`src/rtl/fetch_unit.sv`:
```
// Instruction-fetch front end: owns the fetch PC, issues word requests to the
// instruction memory under a credit limit, and buffers in-order responses
// (tagged with their PC) for the IF/ID register. Redirects flush everything
// and drop any responses still in flight. A misaligned PC produces an AdEL
// entry instead of a request and halts fetch until the next redirect.
module fetch_unit #(
  parameter int unsigned FIFO_DEPTH = 4,
  parameter logic [31:0] RESET_PC   = 32'hBFC0_0000
) (
  input  logic        clk,
  input  logic        reset,
  input  logic        redirect_valid,
  input  logic [31:0] redirect_pc,
  input  logic        stall,
  output logic        imem_req,
  output logic [31:0] imem_addr,
  input  logic        imem_gnt,
  input  logic        imem_rvalid,
  input  logic [31:0] imem_rdata,
  output logic        out_valid,
  output logic [31:0] out_pc,
  output logic [31:0] out_instr,
  output logic        out_adel
);

  localparam int unsigned PW = $clog2(FIFO_DEPTH);
  localparam int unsigned CW = PW + 1;
  localparam logic [CW:0] DEPTH_W = (CW + 1)'(FIFO_DEPTH);

  logic [31:0]   pc_q, pc_d;
  logic          halted_q, halted_d;
  logic [CW-1:0] outstanding_q, outstanding_d;
  logic [CW-1:0] drop_q, drop_d;
  logic [CW-1:0] count_q, count_d;
  logic [PW-1:0] rd_ptr_q, rd_ptr_d;
  logic [PW-1:0] wr_ptr_q, wr_ptr_d;
  logic [PW-1:0] ifq_rd_q, ifq_rd_d;
  logic [PW-1:0] ifq_wr_q, ifq_wr_d;

  logic [31:0] fifo_pc_q    [FIFO_DEPTH];
  logic [31:0] fifo_pc_d    [FIFO_DEPTH];
  logic [31:0] fifo_instr_q [FIFO_DEPTH];
  logic [31:0] fifo_instr_d [FIFO_DEPTH];
  logic        fifo_adel_q  [FIFO_DEPTH];
  logic        fifo_adel_d  [FIFO_DEPTH];
  logic [31:0] ifq_pc_q     [FIFO_DEPTH];
  logic [31:0] ifq_pc_d     [FIFO_DEPTH];

  logic [CW:0] credit_used;
  logic        allowed;
  logic        grant;
  logic        rsp_ok;
  logic        rsp_drop;
  logic        rsp_enq;
  logic        adel_issue;
  logic        pop;
  logic        push;
  logic [31:0] push_pc;
  logic [31:0] push_instr;
  logic        push_adel;

  // Issue control and head-of-buffer outputs; credit uses registered counts only.
  always_comb begin
    credit_used = {1'b0, outstanding_q} + {1'b0, count_q};
    allowed     = !reset && !halted_q && !redirect_valid && (credit_used < DEPTH_W);
    imem_req    = allowed && (pc_q[1:0] == 2'b00);
    imem_addr   = pc_q;
    grant       = imem_req && imem_gnt;
    rsp_ok      = imem_rvalid && (outstanding_q != '0);
    rsp_drop    = rsp_ok && (drop_q != '0);
    rsp_enq     = rsp_ok && (drop_q == '0);
    adel_issue  = allowed && (pc_q[1:0] != 2'b00) && !rsp_enq;
    out_valid   = (count_q != '0);
    pop         = out_valid && !stall;
    out_pc      = fifo_pc_q[rd_ptr_q];
    out_instr   = fifo_instr_q[rd_ptr_q];
    out_adel    = fifo_adel_q[rd_ptr_q];
  end

  // Next-state for PC, counters, in-flight PC queue and response buffer.
  always_comb begin
    pc_d          = pc_q;
    halted_d      = halted_q;
    drop_d        = drop_q;
    outstanding_d = outstanding_q + CW'(grant) - CW'(rsp_ok);
    count_d       = count_q;
    rd_ptr_d      = rd_ptr_q;
    wr_ptr_d      = wr_ptr_q;
    ifq_rd_d      = ifq_rd_q;
    ifq_wr_d      = ifq_wr_q;
    fifo_pc_d     = fifo_pc_q;
    fifo_instr_d  = fifo_instr_q;
    fifo_adel_d   = fifo_adel_q;
    ifq_pc_d      = ifq_pc_q;
    push          = 1'b0;
    push_pc       = '0;
    push_instr    = '0;
    push_adel     = 1'b0;

    if (grant) begin
      ifq_pc_d[ifq_wr_q] = pc_q;
      ifq_wr_d           = ifq_wr_q + 1'b1;
      pc_d               = pc_q + 32'd4;
    end
    if (rsp_drop) begin
      drop_d = drop_q - 1'b1;
    end
    if (rsp_enq) begin
      push       = 1'b1;
      push_pc    = ifq_pc_q[ifq_rd_q];
      push_instr = imem_rdata;
      ifq_rd_d   = ifq_rd_q + 1'b1;
    end
    if (adel_issue) begin
      push      = 1'b1;
      push_pc   = pc_q;
      push_adel = 1'b1;
      halted_d  = 1'b1;
    end

    if (redirect_valid) begin
      // Everything still in flight after this edge must be discarded, so the
      // drop count is simply the post-update outstanding count.
      pc_d     = redirect_pc;
      halted_d = 1'b0;
      drop_d   = outstanding_d;
      count_d  = '0;
      rd_ptr_d = '0;
      wr_ptr_d = '0;
      ifq_rd_d = '0;
      ifq_wr_d = '0;
    end else begin
      if (push) begin
        fifo_pc_d[wr_ptr_q]    = push_pc;
        fifo_instr_d[wr_ptr_q] = push_instr;
        fifo_adel_d[wr_ptr_q]  = push_adel;
        wr_ptr_d               = wr_ptr_q + 1'b1;
      end
      if (pop) begin
        rd_ptr_d = rd_ptr_q + 1'b1;
      end
      count_d = count_q + CW'(push) - CW'(pop);
    end
  end

  // State registers with synchronous reset; all buffer storage cleared.
  always_ff @(posedge clk) begin
    if (reset) begin
      pc_q          <= RESET_PC;
      halted_q      <= 1'b0;
      outstanding_q <= '0;
      drop_q        <= '0;
      count_q       <= '0;
      rd_ptr_q      <= '0;
      wr_ptr_q      <= '0;
      ifq_rd_q      <= '0;
      ifq_wr_q      <= '0;
      for (int unsigned i = 0; i < FIFO_DEPTH; i++) begin
        fifo_pc_q[i]    <= '0;
        fifo_instr_q[i] <= '0;
        fifo_adel_q[i]  <= 1'b0;
        ifq_pc_q[i]     <= '0;
      end
    end else begin
      pc_q          <= pc_d;
      halted_q      <= halted_d;
      outstanding_q <= outstanding_d;
      drop_q        <= drop_d;
      count_q       <= count_d;
      rd_ptr_q      <= rd_ptr_d;
      wr_ptr_q      <= wr_ptr_d;
      ifq_rd_q      <= ifq_rd_d;
      ifq_wr_q      <= ifq_wr_d;
      fifo_pc_q     <= fifo_pc_d;
      fifo_instr_q  <= fifo_instr_d;
      fifo_adel_q   <= fifo_adel_d;
      ifq_pc_q      <= ifq_pc_d;
    end
  end

endmodule

```
`config.mk`:
```
export PLATFORM = sky130hd
export DESIGN_NAME = fetch_unit
export DESIGN_NICKNAME = d
export VERILOG_FILES = /design/src/rtl/fetch_unit.sv
export SDC_FILE = /design/constraint.sdc
export NUM_CORES = 1
export LEC_CHECK = 0
export CORE_MARGIN = 4
export CORE_UTILIZATION = 30
export CTS_BUF_LIST = sky130_fd_sc_hd__clkbuf_16
export CTS_CLUSTER_SIZE = 25
export DETAILED_ROUTE_END_ITERATION = 7
export DONT_BUFFER_PORTS = 1
export SETUP_SLACK_MARGIN = 0.02
export SLEW_MARGIN = 20
export SYNTH_ARGS = -nofsm -noshare
export SYNTH_HDL_FRONTEND = slang
export SYNTH_SLANG_ARGS = --single-unit
```
`constraint.sdc`:
```
create_clock -name clk -period 4 [get_ports clk]
set_clock_uncertainty 0.15 [all_clocks]
set_input_delay 0.8 -clock clk [delete_from_list [all_inputs] [get_ports clk]]
set_output_delay 0.8 -clock clk [all_outputs]
set_load 0.01 [all_outputs]
```
==> impl_metrics.json <==
{
  "initialDrtViolationCount": 1521,
  "worst-path-stages": 12,
  "layout_setup_ws_ps": 714,
  "post-place-ws_ps": 614,
  "hp-class": "in2reg",
  "worst_pin_slew_ps": 931,
  "gp_congestion": 0.815,
  "path_buf_inv": 2,
  "cts.repair.resized": 0,
  "dp_hpwl_um": 37000,
  "clock_sinks": 438,
  "holdWs_ps": 192,
  "ys_ff_latch": 438,
  "routedWlPerCell_um": 20.1,
  "grtUsageTotal_pct": 17.3,
  "die_h_um": 261,
  "yosys.area_share.simple_pct": 24.0,
  "insertion_delay_ps": 560,
  "p_int_mw": 7.45,
  "synth_top_family_by_area": "simple AND/OR/NAND/NOR gates",
  "hold_buffers": 0,
  "crit_fanout": 5,
  "num-fill-cells": 6511,
  "cts_made_buffers": 46,
  "ir_drop_mv": 0.451,
  "overflow": 0,
  "initial_utilization_pct": 30.4,
  "slew_viol_final": 0,
  "placed_area_mm2": 0.0200,
  "status": "finished clean",
  "core_mm2": 0.0633,
  "hold_viol": 0,
  "synth_fp_nets": 2368,
  "pwr-share-clk_pct": 38.4,
  "final_common_cell": "dfxtp_1",
  "drv_cap": 0,
  "cts_buffer_depth": 3,
  "critPathKind": "reg2reg",
  "holdPathStages": 1,
  "r2r_cells": 12,
  "cp_slowest_cell": "nor4_1",
  "final_cell_mix": "dfxtp_1, nand2_1, nor2_1, a21oi_1, nand3_1",
  "firstDrtPassIters": 6,
  "die_w_um": 261,
  "syn_inst": 2279,
  "via_per_inst": 5.37,
  "grt_max_degree": 421,
  "cp.arrival_ps": 3560,
  "grt_pass1_vias": 16319,
  "wl_um": 61200,
  "clk_pin_slew_ps": 60,
  "max_freq_ghz": 0.304,
  "worstPathRequired_ps": 4270,
  "setup_viol": 0,
  "drc": 0,
  "synth-edff-count": 0,
  "syn_area_mm2": 0.0193,
  "drive_gt1_share_pct": 10.9,
  "p_switching_mw": 3.17,
  "ys_dominant_reg_cell": "dfxtp_1",
  "num_rows": 92,
  "area_delta_synth_final_pct": 11.1,
  "relSlewSlack_pct": 37.4,
  "synth_xor_area_share_pct": 0.637,
  "cts_root_buf": "clkbuf_16",
  "synthArstFlopShare_pct": 0,
  "synth_mux_area_share_pct": 11.7,
  "syn_avg_cell_area_um2": 8.45,
  "final_antenna_net_count": 0,
  "fin_setup_tns_ps": 0,
  "p_leak_nw": 6.89,
  "dr_total_vias": 16392,
  "power-per-cell-area_mw_per_mm2": 496,
  "io_pins": 169,
  "seq_area_frac_synth_pct": 45.5,
  "start_kind": "register",
  "cts_tree": "done",
  "slowest_delay_ps": 450,
  "nets": 2255,
  "synthAdderAreaFrac_pct": 1.31,
  "rsz0062_at_grt": "false",
  "grt_pass1_wl_um": 94200,
  "crit_top_cell": "ha_1",
  "synth_compound_area_share_pct": 11.9,
  "h-tree-depth": 2,
  "switching_share_pct": 29.8,
  "port_buffers": 0,
  "layout_min_cycle_time_ps": 3290,
  "p_comb_share_pct": 16.7,
  "cp_cell_sequence": "ha_1 > nor4_1 > and4_1 > buf_4 > nor2_1 > ha_1 > inv_1 > ha_1 > fa_1 > xnor2_1 > xnor2_1 > nor2_1",
  "ys_types": 55,
  "crit_path_end_kind": "register",
  "pwr-share-seq_pct": 44.9,
  "fin_crit_sh_pct": 82.1,
  "cts_setup_buffers": 0,
  "cp_top_family": "adder cells",
  "grt_antenna_before_repair": 7,
  "ys_warn_count": 0,
  "dieArea_mm2": 0.0683,
  "fin_area_mm2": 0.0214
}
-- cell type report --
type,count,area (um^2),share of cell area [%]
clock inverters,37,240,1.12
repair buffers,53,460,2.15
diodes,3,7.51,0.0351
flip-flops and latches,438,8780,41.0
multi-input cells,1608,9600,44.9
clock buffers,47,1180,5.50
inverters,19,71.3,0.333
well taps,846,1060,4.95
-- power groups by stage --
stage | sequential [mW] | combinational, mW | clock (mW)
after floorplan | 4.75 | 1.35 | 0
after global placement | 4.85 | 1.73 | 0
after detailed placement | 4.87 | 1.77 | 0
after CTS | 4.77 | 1.77 | 4.16
after global routing | 4.80 | 1.93 | 4.32
final | 4.77 | 1.78 | 4.07
-- synth_stat cells (4+ instances only) --
cell         n  area, um^2
ha_1        17         213
nor2_1     294        1100
mux4_2      97        2180
o21ai_0     51         255
o2bb2ai_1   29         254
mux2i_1      4        40.0
nand2_1    415        1560
a41oi_1      7        61.3
and2_1       9        56.3
and3_1      13        81.3
nand3_1    147         736
nor4_1       7        43.8
clkbuf_1   136         510
or2_2        4        25.0
nor2b_1      7        43.8
xnor2_1     12         105
or3_1        5        31.3
o311ai_0     5        43.8
a21oi_1    280        1400
a31oi_1      9        56.3
a21boi_2     4        45.0
nor3_1     135         676
nand4_1     13        81.3
buf_2       58         290
inv_1       18        67.6
buf_1       19        71.3
dfxtp_1    438        8770
-- sequential cells by signal, indices dropped and copies added, names as in the netlist --
signal,count
wr_ptr_q,2
rd_ptr_q,2
fifo_adel_q,4
ifq_rd_q,2
halted_q,1
outstanding_q,3
ifq_wr_q,2
count_q,3
ifq_pc_q,128
fifo_instr_q,128
fifo_pc_q,128
imem_addr,32
drop_q,3
-- per-stage QoR --
stage | cells | total power, mW | util [%]
global placement | 2964 | 6.58 | 31.5
CTS | 3048 | 10.7 | 33.8
detailed placement | 2964 | 6.63 | 31.5
finish | 3051 | 10.6 | 33.8
global route | 3048 | 11.1 | 33.8
floorplan | 2279 | 6.10 | -
-- path summary, 6_finish.rpt --
path                               start                         to  slack [ps]
max          outstanding_q[2]$_SDFF_PP0_      count_q[2]$_SDFF_PP0_         710
min                                reset  imem_addr[7]$_SDFFE_PP0N_         190
max reg2reg  outstanding_q[2]$_SDFF_PP0_      count_q[2]$_SDFF_PP0_         710
min reg2reg    ifq_pc_q[12]$_SDFFE_PP0P_  ifq_pc_q[12]$_SDFFE_PP0P_         300
-- per-layer routing --
layer | track usage, % | share of wire, % | routed length (um)
met5 | 0 | 0.067 | 41
met2 | 28.9 | 48 | 29300
met3 | 3.75 | 7.9 | 4820
met4 | 6.96 | 3.5 | 2140
met1 | 21.9 | 41 | 24900
-- kinds of logic (layout without fill, tap and decap cells) --
group,Yosys count,after routing
AND/OR/NAND/NOR,1067,1067
flip-flops,438,438
AO/OA/AOI/OAI,404,404
buffers and inverters,233,156
multiplexers,104,104
adder cells (fa/ha/maj),19,19
XOR/XNOR,14,14
other,0,3
No activity file was read; power rests on OpenSTA's default activity.
